### config.mk
export PLATFORM = sky130hd
export DESIGN_NAME = dmem_arbiter_flat
export DESIGN_NICKNAME = d
export VERILOG_FILES = /design/src/rtl/dmem_arbiter_if.sv /design/src/rtl/dmem_arbiter.sv /design/src/flat_wrapper.sv
export SDC_FILE = /design/constraint.sdc
export NUM_CORES = 1
export LEC_CHECK = 0
export ABC_AREA = 1
export CAP_MARGIN = 40
export CORE_AREA = 3 3 118 120
export CTS_CLUSTER_DIAMETER = 50
export DETAILED_ROUTE_END_ITERATION = 12
export DIE_AREA = 0 0 121 123
export PLACE_DENSITY = 0.54
export SYNTH_ARGS = -nofsm -noshare
export SYNTH_HDL_FRONTEND = slang
export SYNTH_SLANG_ARGS = --single-unit
### constraint.sdc
create_clock -name clk -period 5.1 [get_ports clk]
set_clock_uncertainty 0.2 [all_clocks]
set_input_delay 1.02 -clock clk [delete_from_list [all_inputs] [get_ports clk]]
set_output_delay 1.02 -clock clk [all_outputs]
set_load 0.01 [all_outputs]
### src/rtl/dmem_arbiter_if.sv
// Bus bundle between the two DataMemory requesters, the arbiter and DataMemory.
//   Requester 0 (CPU) : req0, we0, lock0, addr0, wdata0 -> gnt0, rdata0
//   Requester 1 (DMA) : req1, we1, lock1, addr1, wdata1 -> gnt1, rdata1
//   DataMemory side   : memAddress, memWriteData, memRead, memWrite <- memReadData
//   Status            : busy, owner (burst ownership)
// slave modport = arbiter view, master modport = requesters/memory view.
interface dmem_arbiter_if #(
    parameter int ADDR_WIDTH = 32,
    parameter int DATA_WIDTH = 32
);
    logic                  req0, req1;
    logic                  we0, we1;
    logic                  lock0, lock1;
    logic [ADDR_WIDTH-1:0] addr0, addr1;
    logic [DATA_WIDTH-1:0] wdata0, wdata1;
    logic                  gnt0, gnt1;
    logic [DATA_WIDTH-1:0] rdata0, rdata1;
    logic [ADDR_WIDTH-1:0] memAddress;
    logic [DATA_WIDTH-1:0] memWriteData;
    logic                  memRead, memWrite;
    logic [DATA_WIDTH-1:0] memReadData;
    logic                  busy, owner;

    modport slave (
        input  req0, req1, we0, we1, lock0, lock1, addr0, addr1, wdata0, wdata1,
        input  memReadData,
        output gnt0, gnt1, rdata0, rdata1,
        output memAddress, memWriteData, memRead, memWrite,
        output busy, owner
    );

    modport master (
        output req0, req1, we0, we1, lock0, lock1, addr0, addr1, wdata0, wdata1,
        output memReadData,
        input  gnt0, gnt1, rdata0, rdata1,
        input  memAddress, memWriteData, memRead, memWrite,
        input  busy, owner
    );
endinterface

### src/rtl/dmem_arbiter.sv
// Shares the single-ported DataMemory between requester 0 (CPU load/store)
// and requester 1 (DMA/debug loader). At most one zero-latency access per
// cycle: round-robin between simultaneous requests, with an optional locked
// burst of up to MAX_BURST beats for one requester.
// Ports:
//   clk    - system clock, rising edge
//   resetN - asynchronous active-low reset
//   bus    - dmem_arbiter_if.slave (requests/grants, DataMemory drive, busy/owner)
module dmem_arbiter #(
    parameter int ADDR_WIDTH = 32,
    parameter int DATA_WIDTH = 32,
    parameter int MAX_BURST  = 8
) (
    input logic           clk,
    input logic           resetN,
    dmem_arbiter_if.slave bus
);
    localparam int CNT_W = $clog2(MAX_BURST + 1);

    typedef enum logic [1:0] {IDLE, OWN0, OWN1} state_t;

    state_t           state, stateNext;
    logic             lastGrant, lastGrantNext;
    logic [CNT_W-1:0] beatCnt, beatCntNext, beatInc;
    logic             busyR, ownerR;

    logic gntAny, gntIdx;
    logic gLock, gWe;

    // Grant selection; reset gates every grant so no strobe reaches memory.
    always_comb begin
        gntAny = 1'b0;
        gntIdx = 1'b0;
        if (resetN) begin
            case (state)
                IDLE: begin
                    if (bus.req0 && bus.req1) begin
                        gntAny = 1'b1;
                        gntIdx = ~lastGrant;
                    end else if (bus.req0) begin
                        gntAny = 1'b1;
                    end else if (bus.req1) begin
                        gntAny = 1'b1;
                        gntIdx = 1'b1;
                    end
                end
                OWN0: gntAny = bus.req0;
                OWN1: begin
                    gntAny = bus.req1;
                    gntIdx = 1'b1;
                end
                default: ;
            endcase
        end
    end

    assign gLock = gntIdx ? bus.lock1 : bus.lock0;
    assign gWe   = gntIdx ? bus.we1   : bus.we0;

    assign bus.gnt0         = gntAny & ~gntIdx;
    assign bus.gnt1         = gntAny &  gntIdx;
    assign bus.memAddress   = gntAny ? (gntIdx ? bus.addr1 : bus.addr0) : '0;
    assign bus.memWriteData = gntAny ? (gntIdx ? bus.wdata1 : bus.wdata0) : '0;
    assign bus.memRead      = gntAny & ~gWe;
    assign bus.memWrite     = gntAny &  gWe;
    assign bus.rdata0       = (bus.gnt0 && !bus.we0) ? bus.memReadData : '0;
    assign bus.rdata1       = (bus.gnt1 && !bus.we1) ? bus.memReadData : '0;
    assign bus.busy         = busyR;
    assign bus.owner        = ownerR;

    assign beatInc = beatCnt + CNT_W'(1);

    always_comb begin
        stateNext     = state;
        beatCntNext   = beatCnt;
        lastGrantNext = lastGrant;
        if (gntAny) begin
            lastGrantNext = gntIdx;
            if (state == IDLE) begin
                // A single-beat burst limit means a lock never takes ownership.
                if (gLock && (MAX_BURST > 1)) begin
                    stateNext   = gntIdx ? OWN1 : OWN0;
                    beatCntNext = CNT_W'(1);
                end else begin
                    beatCntNext = '0;
                end
            end else if (!gLock || (beatInc == CNT_W'(MAX_BURST))) begin
                stateNext   = IDLE;
                beatCntNext = '0;
            end else begin
                beatCntNext = beatInc;
            end
        end else if (state != IDLE) begin
            // Owner dropped its request: release without granting this cycle.
            stateNext   = IDLE;
            beatCntNext = '0;
        end
    end

    always_ff @(posedge clk or negedge resetN) begin
        if (!resetN) begin
            state     <= IDLE;
            lastGrant <= 1'b1;
            beatCnt   <= '0;
            busyR     <= 1'b0;
            ownerR    <= 1'b0;
        end else begin
            state     <= stateNext;
            lastGrant <= lastGrantNext;
            beatCnt   <= beatCntNext;
            busyR     <= (stateNext != IDLE);
            if (stateNext != IDLE) begin
                ownerR <= (stateNext == OWN1);
            end
        end
    end
endmodule

### src/flat_wrapper.sv
// flat-port wrapper written by rule: the top's interface ports become plain ports
module dmem_arbiter_flat 
#(
    parameter int ADDR_WIDTH = 32,
    parameter int DATA_WIDTH = 32,
    parameter int MAX_BURST  = 8
)
  (clk, resetN, bus_req0, bus_req1, bus_we0, bus_we1, bus_lock0, bus_lock1, bus_addr0, bus_addr1, bus_wdata0, bus_wdata1, bus_memReadData, bus_gnt0, bus_gnt1, bus_rdata0, bus_rdata1, bus_memAddress, bus_memWriteData, bus_memRead, bus_memWrite, bus_busy, bus_owner);
  dmem_arbiter_if #(.ADDR_WIDTH(ADDR_WIDTH), .DATA_WIDTH(DATA_WIDTH)) bus_i ();
  input logic clk;
  input logic resetN;
  input wire logic [$bits(bus_i.req0)-1:0] bus_req0;
  input wire logic [$bits(bus_i.req1)-1:0] bus_req1;
  input wire logic [$bits(bus_i.we0)-1:0] bus_we0;
  input wire logic [$bits(bus_i.we1)-1:0] bus_we1;
  input wire logic [$bits(bus_i.lock0)-1:0] bus_lock0;
  input wire logic [$bits(bus_i.lock1)-1:0] bus_lock1;
  input wire logic [$bits(bus_i.addr0)-1:0] bus_addr0;
  input wire logic [$bits(bus_i.addr1)-1:0] bus_addr1;
  input wire logic [$bits(bus_i.wdata0)-1:0] bus_wdata0;
  input wire logic [$bits(bus_i.wdata1)-1:0] bus_wdata1;
  input wire logic [$bits(bus_i.memReadData)-1:0] bus_memReadData;
  output wire logic [$bits(bus_i.gnt0)-1:0] bus_gnt0;
  output wire logic [$bits(bus_i.gnt1)-1:0] bus_gnt1;
  output wire logic [$bits(bus_i.rdata0)-1:0] bus_rdata0;
  output wire logic [$bits(bus_i.rdata1)-1:0] bus_rdata1;
  output wire logic [$bits(bus_i.memAddress)-1:0] bus_memAddress;
  output wire logic [$bits(bus_i.memWriteData)-1:0] bus_memWriteData;
  output wire logic [$bits(bus_i.memRead)-1:0] bus_memRead;
  output wire logic [$bits(bus_i.memWrite)-1:0] bus_memWrite;
  output wire logic [$bits(bus_i.busy)-1:0] bus_busy;
  output wire logic [$bits(bus_i.owner)-1:0] bus_owner;
  assign bus_i.req0 = bus_req0;
  assign bus_i.req1 = bus_req1;
  assign bus_i.we0 = bus_we0;
  assign bus_i.we1 = bus_we1;
  assign bus_i.lock0 = bus_lock0;
  assign bus_i.lock1 = bus_lock1;
  assign bus_i.addr0 = bus_addr0;
  assign bus_i.addr1 = bus_addr1;
  assign bus_i.wdata0 = bus_wdata0;
  assign bus_i.wdata1 = bus_wdata1;
  assign bus_i.memReadData = bus_memReadData;
  assign bus_gnt0 = bus_i.gnt0;
  assign bus_gnt1 = bus_i.gnt1;
  assign bus_rdata0 = bus_i.rdata0;
  assign bus_rdata1 = bus_i.rdata1;
  assign bus_memAddress = bus_i.memAddress;
  assign bus_memWriteData = bus_i.memWriteData;
  assign bus_memRead = bus_i.memRead;
  assign bus_memWrite = bus_i.memWrite;
  assign bus_busy = bus_i.busy;
  assign bus_owner = bus_i.owner;
  dmem_arbiter #(.ADDR_WIDTH(ADDR_WIDTH), .DATA_WIDTH(DATA_WIDTH), .MAX_BURST(MAX_BURST)) u_core (.clk(clk), .resetN(resetN), .bus(bus_i));
endmodule
==> impl_metrics.ini, run 1 <==
[run]
drv_cap = 0

[synth]
avgSynthCellArea_um2 = 6.37
synthArstFlopShare = 1.00
syn_area_um2 = 1650
synth.top_cell.area_share = 0.340
yosysUniqueCellTypes = 21
synth_edf_count = 0
seq_area_frac_synth = 0.137
netlist_top_cells_area = a22o_1 (34%), nor2_1 (16%), dfrtp_1 (12%)
ys_seq_elements = 9
synth_flop_cell = dfrtp_1
yosysMostFrequentCell = nor2_1
syn_inst = 259
synth_warnings = 0
yosys-top-cells-count = nor2_1 (71), a22o_1 (64), inv_1 (47), nand2_1 (20), buf_6 (11)
synth_nets = 429
synth_area_leader_cell = a22o_1

[clock_network]
numCtsBuffers = 3
cts_tree = done
cts_setup_buffers = 0
path_clk_slew_ns = 0.04
clock_path_buffers = 2
htree_num_levels = 1
cts_resized = 0
clock_sinks = 9
clk_latency_ns = 0.24
cts-root-buf = clkbuf_16
cts_hold_buf = 0

[power_and_ir_drop]
powerDensity_nw_per_um2 = 129
p_sw_mw = 0.192
p_sw_frac = 0.305
pwr-share-clk = 0.221
p_int_mw = 0.437
peakVddDrop_mv = 0.169
cellLeakagePower_nw = 2.04
seq_power_share = 0.136
p_comb_frac = 0.643

[floorplan]
die_area_um2 = 14900
placementRows = 42
ios = 302
chipHeight_um = 123
core_um2 = 13100
start_util = 0.126
die_x_um = 121

[hold_path]
hp-class = reg2reg
holdCritStartpoint = u_core.lastGrant$_DFFE_PN1P_
min_to = u_core.lastGrant$_DFFE_PN1P_
holdPathStages = 2

[timing]
slew_violations = 0
period_needed_ns = 4.51
period_share = 0.885
whs_ns = 0.320
finalSetupViolCount = 0
tightest_slew_ns = 0.431
hold_viol = 0
fmax_mhz = 222
tns_ns = 0
max_slew_margin = 0.712
rsz0062_at_grt = false

[setup_path]
reg2reg_from = u_core.beatCnt[0]$_DFFE_PN0P_
critPathMaxFanout = 43
reg2reg_to = u_core.bus.busy$_DFF_PN0_
critPathMaxStageDelay_ns = 0.58
cp-start-kind = input port
crit_cells = 8
cpMostUsedCell = clkdlybuf4s50_1
cp.required_ns = 3.88
crit_type = in2out
crit_buf_inv = 4
critPathTopFamily = buffers and inverters
r2r_cells = 9
crit_slowest_cell = clkdlybuf4s50_1
worst_setup_path_end_kind = output port
path_cells = clkdlybuf4s50_1, inv_1, o21ai_2, nand2_4, nor2_4, buf_12, a22o_1, clkdlybuf4s50_1
cp.arrival_ns = 3.29
rrSetupSlack_ns = 3.36

[grt]
grt_remaining_overflow = 0
grt_first_pass_wirelength_um = 17100
grt_max_degree = 56
grt.total_usage = 0.146
antenna_found_initial = 0
grt_pass1_vias = 2870

[cells_and_area]
diodes = 0
nets = 721
drive_gt1_frac = 0.0309
postLayoutCellArea_um2 = 4870
areaGrowthSynthToFinish_pct = 195

[place]
io_buffers = 301
post_dp_cell_area_um2 = 4790
gp_congestion = 0.857
hpwlAfterDp_um = 10600

[detailed_routing]
drtPass1Iterations = 4
drc = 0
first_iter_violations = 88
drtAntennaViolNets = 0
vias = 2899
wire_per_inst_um = 16.9
drt_wl_total_um = 12300
vias_per_cell = 3.99

[outcome]
outcome = finished clean
metrics by stage:
| stage | worst slack (ns) | util | power [mW] | cells |
|---|---|---|---|---|
| after global placement | 0.568 | 0.366 | 0.491 | 722 |
| after floorplan | 1.99 | - | 0.225 | 259 |
| after global routing | 0.424 | 0.373 | 0.663 | 726 |
| after CTS | 0.568 | 0.373 | 0.634 | 726 |
| after detailed placement | 0.575 | 0.366 | 0.492 | 722 |
| final | 0.588 | 0.373 | 0.629 | 726 |
cell families (layout without fill, tap and decap cells):
kind of cell,Yosys count,in the layout,share of synthesized area
buffers and inverters,68,359,0.212
AO/OA/AOI/OAI,73,73,0.371
AND/OR/NAND/NOR,107,107,0.265
adder cells (fa/ha/maj),2,2,0.0152
flip-flops,9,9,0.137
layout by cell type (no fill, tap or decap), drive strengths merged:
master | Yosys | layout
a21oi | 2 | 2
a22o | 64 | 64
and2 | 1 | 1
buf | 20 | 6
clkbuf | 0 | 3
clkdlybuf4s50 | 0 | 301
clkinv | 0 | 1
dfrtp | 8 | 8
dfstp | 1 | 1
ha | 2 | 2
inv | 48 | 48
nand2 | 22 | 22
nand2b | 1 | 1
nand3 | 7 | 7
nand4 | 3 | 3
nor2 | 73 | 73
o21ai | 5 | 5
o22ai | 2 | 2
power by group through the flow:
stage	clock (mW)	sequential (mW)	combinational, mW
2_1_floorplan	0	0.0861	0.139
3_3_place_gp	0	0.0861	0.405
3_5_place_dp	0	0.0860	0.406
4_1_cts	0.141	0.0854	0.407
5_1_grt	0.145	0.0864	0.432
6_report	0.139	0.0853	0.404
worst max path at each step:
stage / start / endpoint / slack (ns)
global placement: bus_req0 / bus_memWriteData[3] / 0.57
finish: bus_req0 / bus_memWriteData[30] / 0.59
global route: bus_req0 / bus_rdata0[10] / 0.42
CTS: bus_req0 / bus_memWriteData[30] / 0.57
detailed placement: bus_req0 / bus_memWriteData[30] / 0.58
floorplan: bus_req0 / bus_rdata1[10] / 1.99
layer usage:
layer,wire length (um),track usage,up-vias
met3,895,0.0306,8
met4,103,0.0191,0
met1,4430,0.162,1324
met5,0,0,-
li1,-,-,1448
met2,6860,0.289,119
area by class of cell:
cell class | instances | area (um^2)
Tap cell | 176 | 220
Clock buffer | 3 | 75.1
Fill cell | 1313 | 8210
Clock inverter | 1 | 5.00
Timing Repair Buffer | 307 | 3080
Multi-Input combinational cell | 182 | 1080
Sequential cell | 9 | 226
Inverter | 48 | 180
flip-flops by register name (all words and copies together), names as in the netlist:
signal and flops:
u_core.beatCnt 4, u_core.state 2, u_core.bus.busy 1, u_core.bus.owner 1
u_core.lastGrant 1
worst min-delay path, delay by kind of cell, from the launching register on:
| family | cells | cell delay, ns |
|---|---|---|
| flops | 1 | 0.37 |
| simple gates | 2 | 0.15 |
Note: power is estimated with default switching activity, not from simulation.
==> run 2: changes to the inputs <==
--- a/config.mk
+++ b/config.mk
@@ -6,12 +6,11 @@
 export NUM_CORES = 1
 export LEC_CHECK = 0
 export ABC_AREA = 1
-export CAP_MARGIN = 40
+export CAP_MARGIN = 20
 export CORE_AREA = 3 3 118 120
 export CTS_CLUSTER_DIAMETER = 50
 export DETAILED_ROUTE_END_ITERATION = 12
 export DIE_AREA = 0 0 121 123
-export PLACE_DENSITY = 0.54
 export SYNTH_ARGS = -nofsm -noshare
 export SYNTH_HDL_FRONTEND = slang
 export SYNTH_SLANG_ARGS = --single-unit
==> run 2 against run 1 <==
  * Total power fell by 1.5%
  * Count of clock-buffer cells in the layout rose by 1
  * Via count rose by 3.0%
  * Cell area fell by 0.39%
  * Core utilization fell by 0.14 points
  * Final cell count rose by 0.14%
  * First-iteration DRC count rose by 58%
  * Register-to-register slack improved by 0.02 ns
  * Non-clock buffer count rose by 1
  * Sequential cell count did not move
  * Sequential share of layout area barely moved
  * Critical path type unchanged
  * Highest routed layer is now met5
==> impl_metrics.ini, run 2 (synthesis results as in run 1) <==
[floorplan]
die_x_um = 121
ios = 302
placementRows = 42
die_area_um2 = 14900
chipHeight_um = 123
core_um2 = 13100
start_util = 0.126

[place]
gp_congestion = 0.741
io_buffers = 301
hpwlAfterDp_um = 9890
dp.cells = 723

[timing]
fmax_mhz = 227
max_slew_margin = 0.711
slew_violations = 0
finalSetupViolCount = 0
hold_viol = 0
period_needed_ns = 4.41
rsz0062_at_grt = false
tightest_slew_ns = 0.434
tns_ns = 0
period_share = 0.865

[grt]
grt_max_degree = 39
grt_pass1_vias = 2928
grt_first_pass_wirelength_um = 16200
grt.total_usage = 0.136
grt_remaining_overflow = 0
antenna_found_initial = 6

[cells_and_area]
largest_register = u_core.beatCnt
nets = 722
drive_gt1_frac = 0.0309
n_fill_cell = 1332
layout.cells.most_common = clkdlybuf4s50_1
areaGrowthSynthToFinish_pct = 194
mostFrequentLayoutCells = clkdlybuf4s50_1 (301), nor2_1 (71), a22o_1 (64)
largest_register_ffs = 4
multi_input_area_um2 = 1080
reg_top3 = u_core.beatCnt x4, u_core.state x2
regArea_um2 = 226
diodes = 0
instances_no_fill = 727

[detailed_routing]
wire_per_inst_um = 16.1
drt_wl_total_um = 11700
vias = 2987
drtAntennaViolNets = 0
drc = 0
vias_per_cell = 4.11
first_iter_violations = 139
drtPass1Iterations = 4

[hold_path]
hp-class = reg2reg

[setup_path]
worst_setup_path_end_kind = output port
path_cells = clkdlybuf4s50_1, nand2_4, nor2_4, buf_4, a22o_1, clkdlybuf4s50_1
cpMostUsedCell = clkdlybuf4s50_1
critPathMaxStageDelay_ns = 0.68
cp.required_ns = 3.88
cp-start-kind = input port
critPathMaxFanout = 38
cp.arrival_ns = 3.19
crit_slowest_cell = clkdlybuf4s50_1
crit_type = in2out

[clock_network]
cts_setup_buffers = 0
htree_num_levels = 1
clk_latency_ns = 0.23
cts_hold_buf = 0
path_clk_slew_ns = 0.04
cts_tree = done
cts-root-buf = clkbuf_16
cts_resized = 0
clock_sinks = 9
numCtsBuffers = 3
clock_path_buffers = 2

[power_and_ir_drop]
cellLeakagePower_nw = 2.03
powerDensity_nw_per_um2 = 128
peakVddDrop_mv = 0.123

[run]
drv_cap = 0

[outcome]
outcome = finished clean
-- run 2: cell types whose count changed in the layout (fill, tap and decap cells not counted), sizes merged --
| cell | previous run | this run |
|---|---|---|
| clkinv | 1 | 0 |
| clkbuf | 3 | 4 |
| buf | 6 | 7 |
-- run 2: where the power goes --
part / internal, mW / total (mW) / leakage (nW) / switching, mW
clock network: 0.104 / 0.137 / 0.0382 / 0.0323
logic: 0.252 / 0.397 / 1.88 / 0.146
registers: 0.0796 / 0.0854 / 0.119 / 0.00584
-- run 2: worst paths after layout --
check | slack, ns | cells after the start | endpoint | from
max reg2reg | 3.38 | 9 | u_core.bus.busy$_DFF_PN0_ | u_core.beatCnt[0]$_DFFE_PN0P_
min in group asynchronous | 0.87 | 1 | u_core.beatCnt[3]$_DFFE_PN0P_ | resetN
min | 0.31 | 2 | u_core.lastGrant$_DFFE_PN1P_ | u_core.lastGrant$_DFFE_PN1P_
max in group asynchronous | 3.33 | 2 | u_core.lastGrant$_DFFE_PN1P_ | resetN
max | 0.69 | 6 | bus_memAddress[11] | resetN
min reg2reg | 0.31 | 2 | u_core.lastGrant$_DFFE_PN1P_ | u_core.lastGrant$_DFFE_PN1P_
-- run 2: per-stage QoR --
step / hold slack (ns) / total power, mW / instance area, um^2 / worst slack [ns] / utilization
global route: 0.337 / 0.654 / 4860 / 0.572 / 0.371
CTS: 0.317 / 0.625 / 4860 / 0.659 / 0.371
finish: 0.309 / 0.619 / 4860 / 0.688 / 0.371
global placement: 0.302 / 0.484 / 4780 / 0.702 / 0.365
detailed placement: 0.312 / 0.485 / 4780 / 0.674 / 0.365
floorplan: 0.279 / 0.225 / 1650 / 1.99 / -
-- run 2: critical path, delay by kind of cell --
kind	cells	cell delay, ns
AOI/OAI and AO/OA	1	0.19
buffers and inverters	3	1.64
and+or+nand+nor	2	0.31
-- run 2: per-layer routing --
layer / vias up / routed length [um] / track usage
met3: 22 / 1430 / 0.0640
met5: - / 71 / 0
met4: 12 / 165 / 0.0212
met1: 1329 / 4300 / 0.155
li1: 1450 / - / -
met2: 174 / 5710 / 0.238
-- run 2: cell type report --
class | instances | area share
Sequential cell | 9 | 0.0466
Multi-Input combinational cell | 182 | 0.223
Tap cell | 176 | 0.0453
Clock buffer | 4 | 0.0162
Timing Repair Buffer | 308 | 0.631
Inverter | 48 | 0.0371
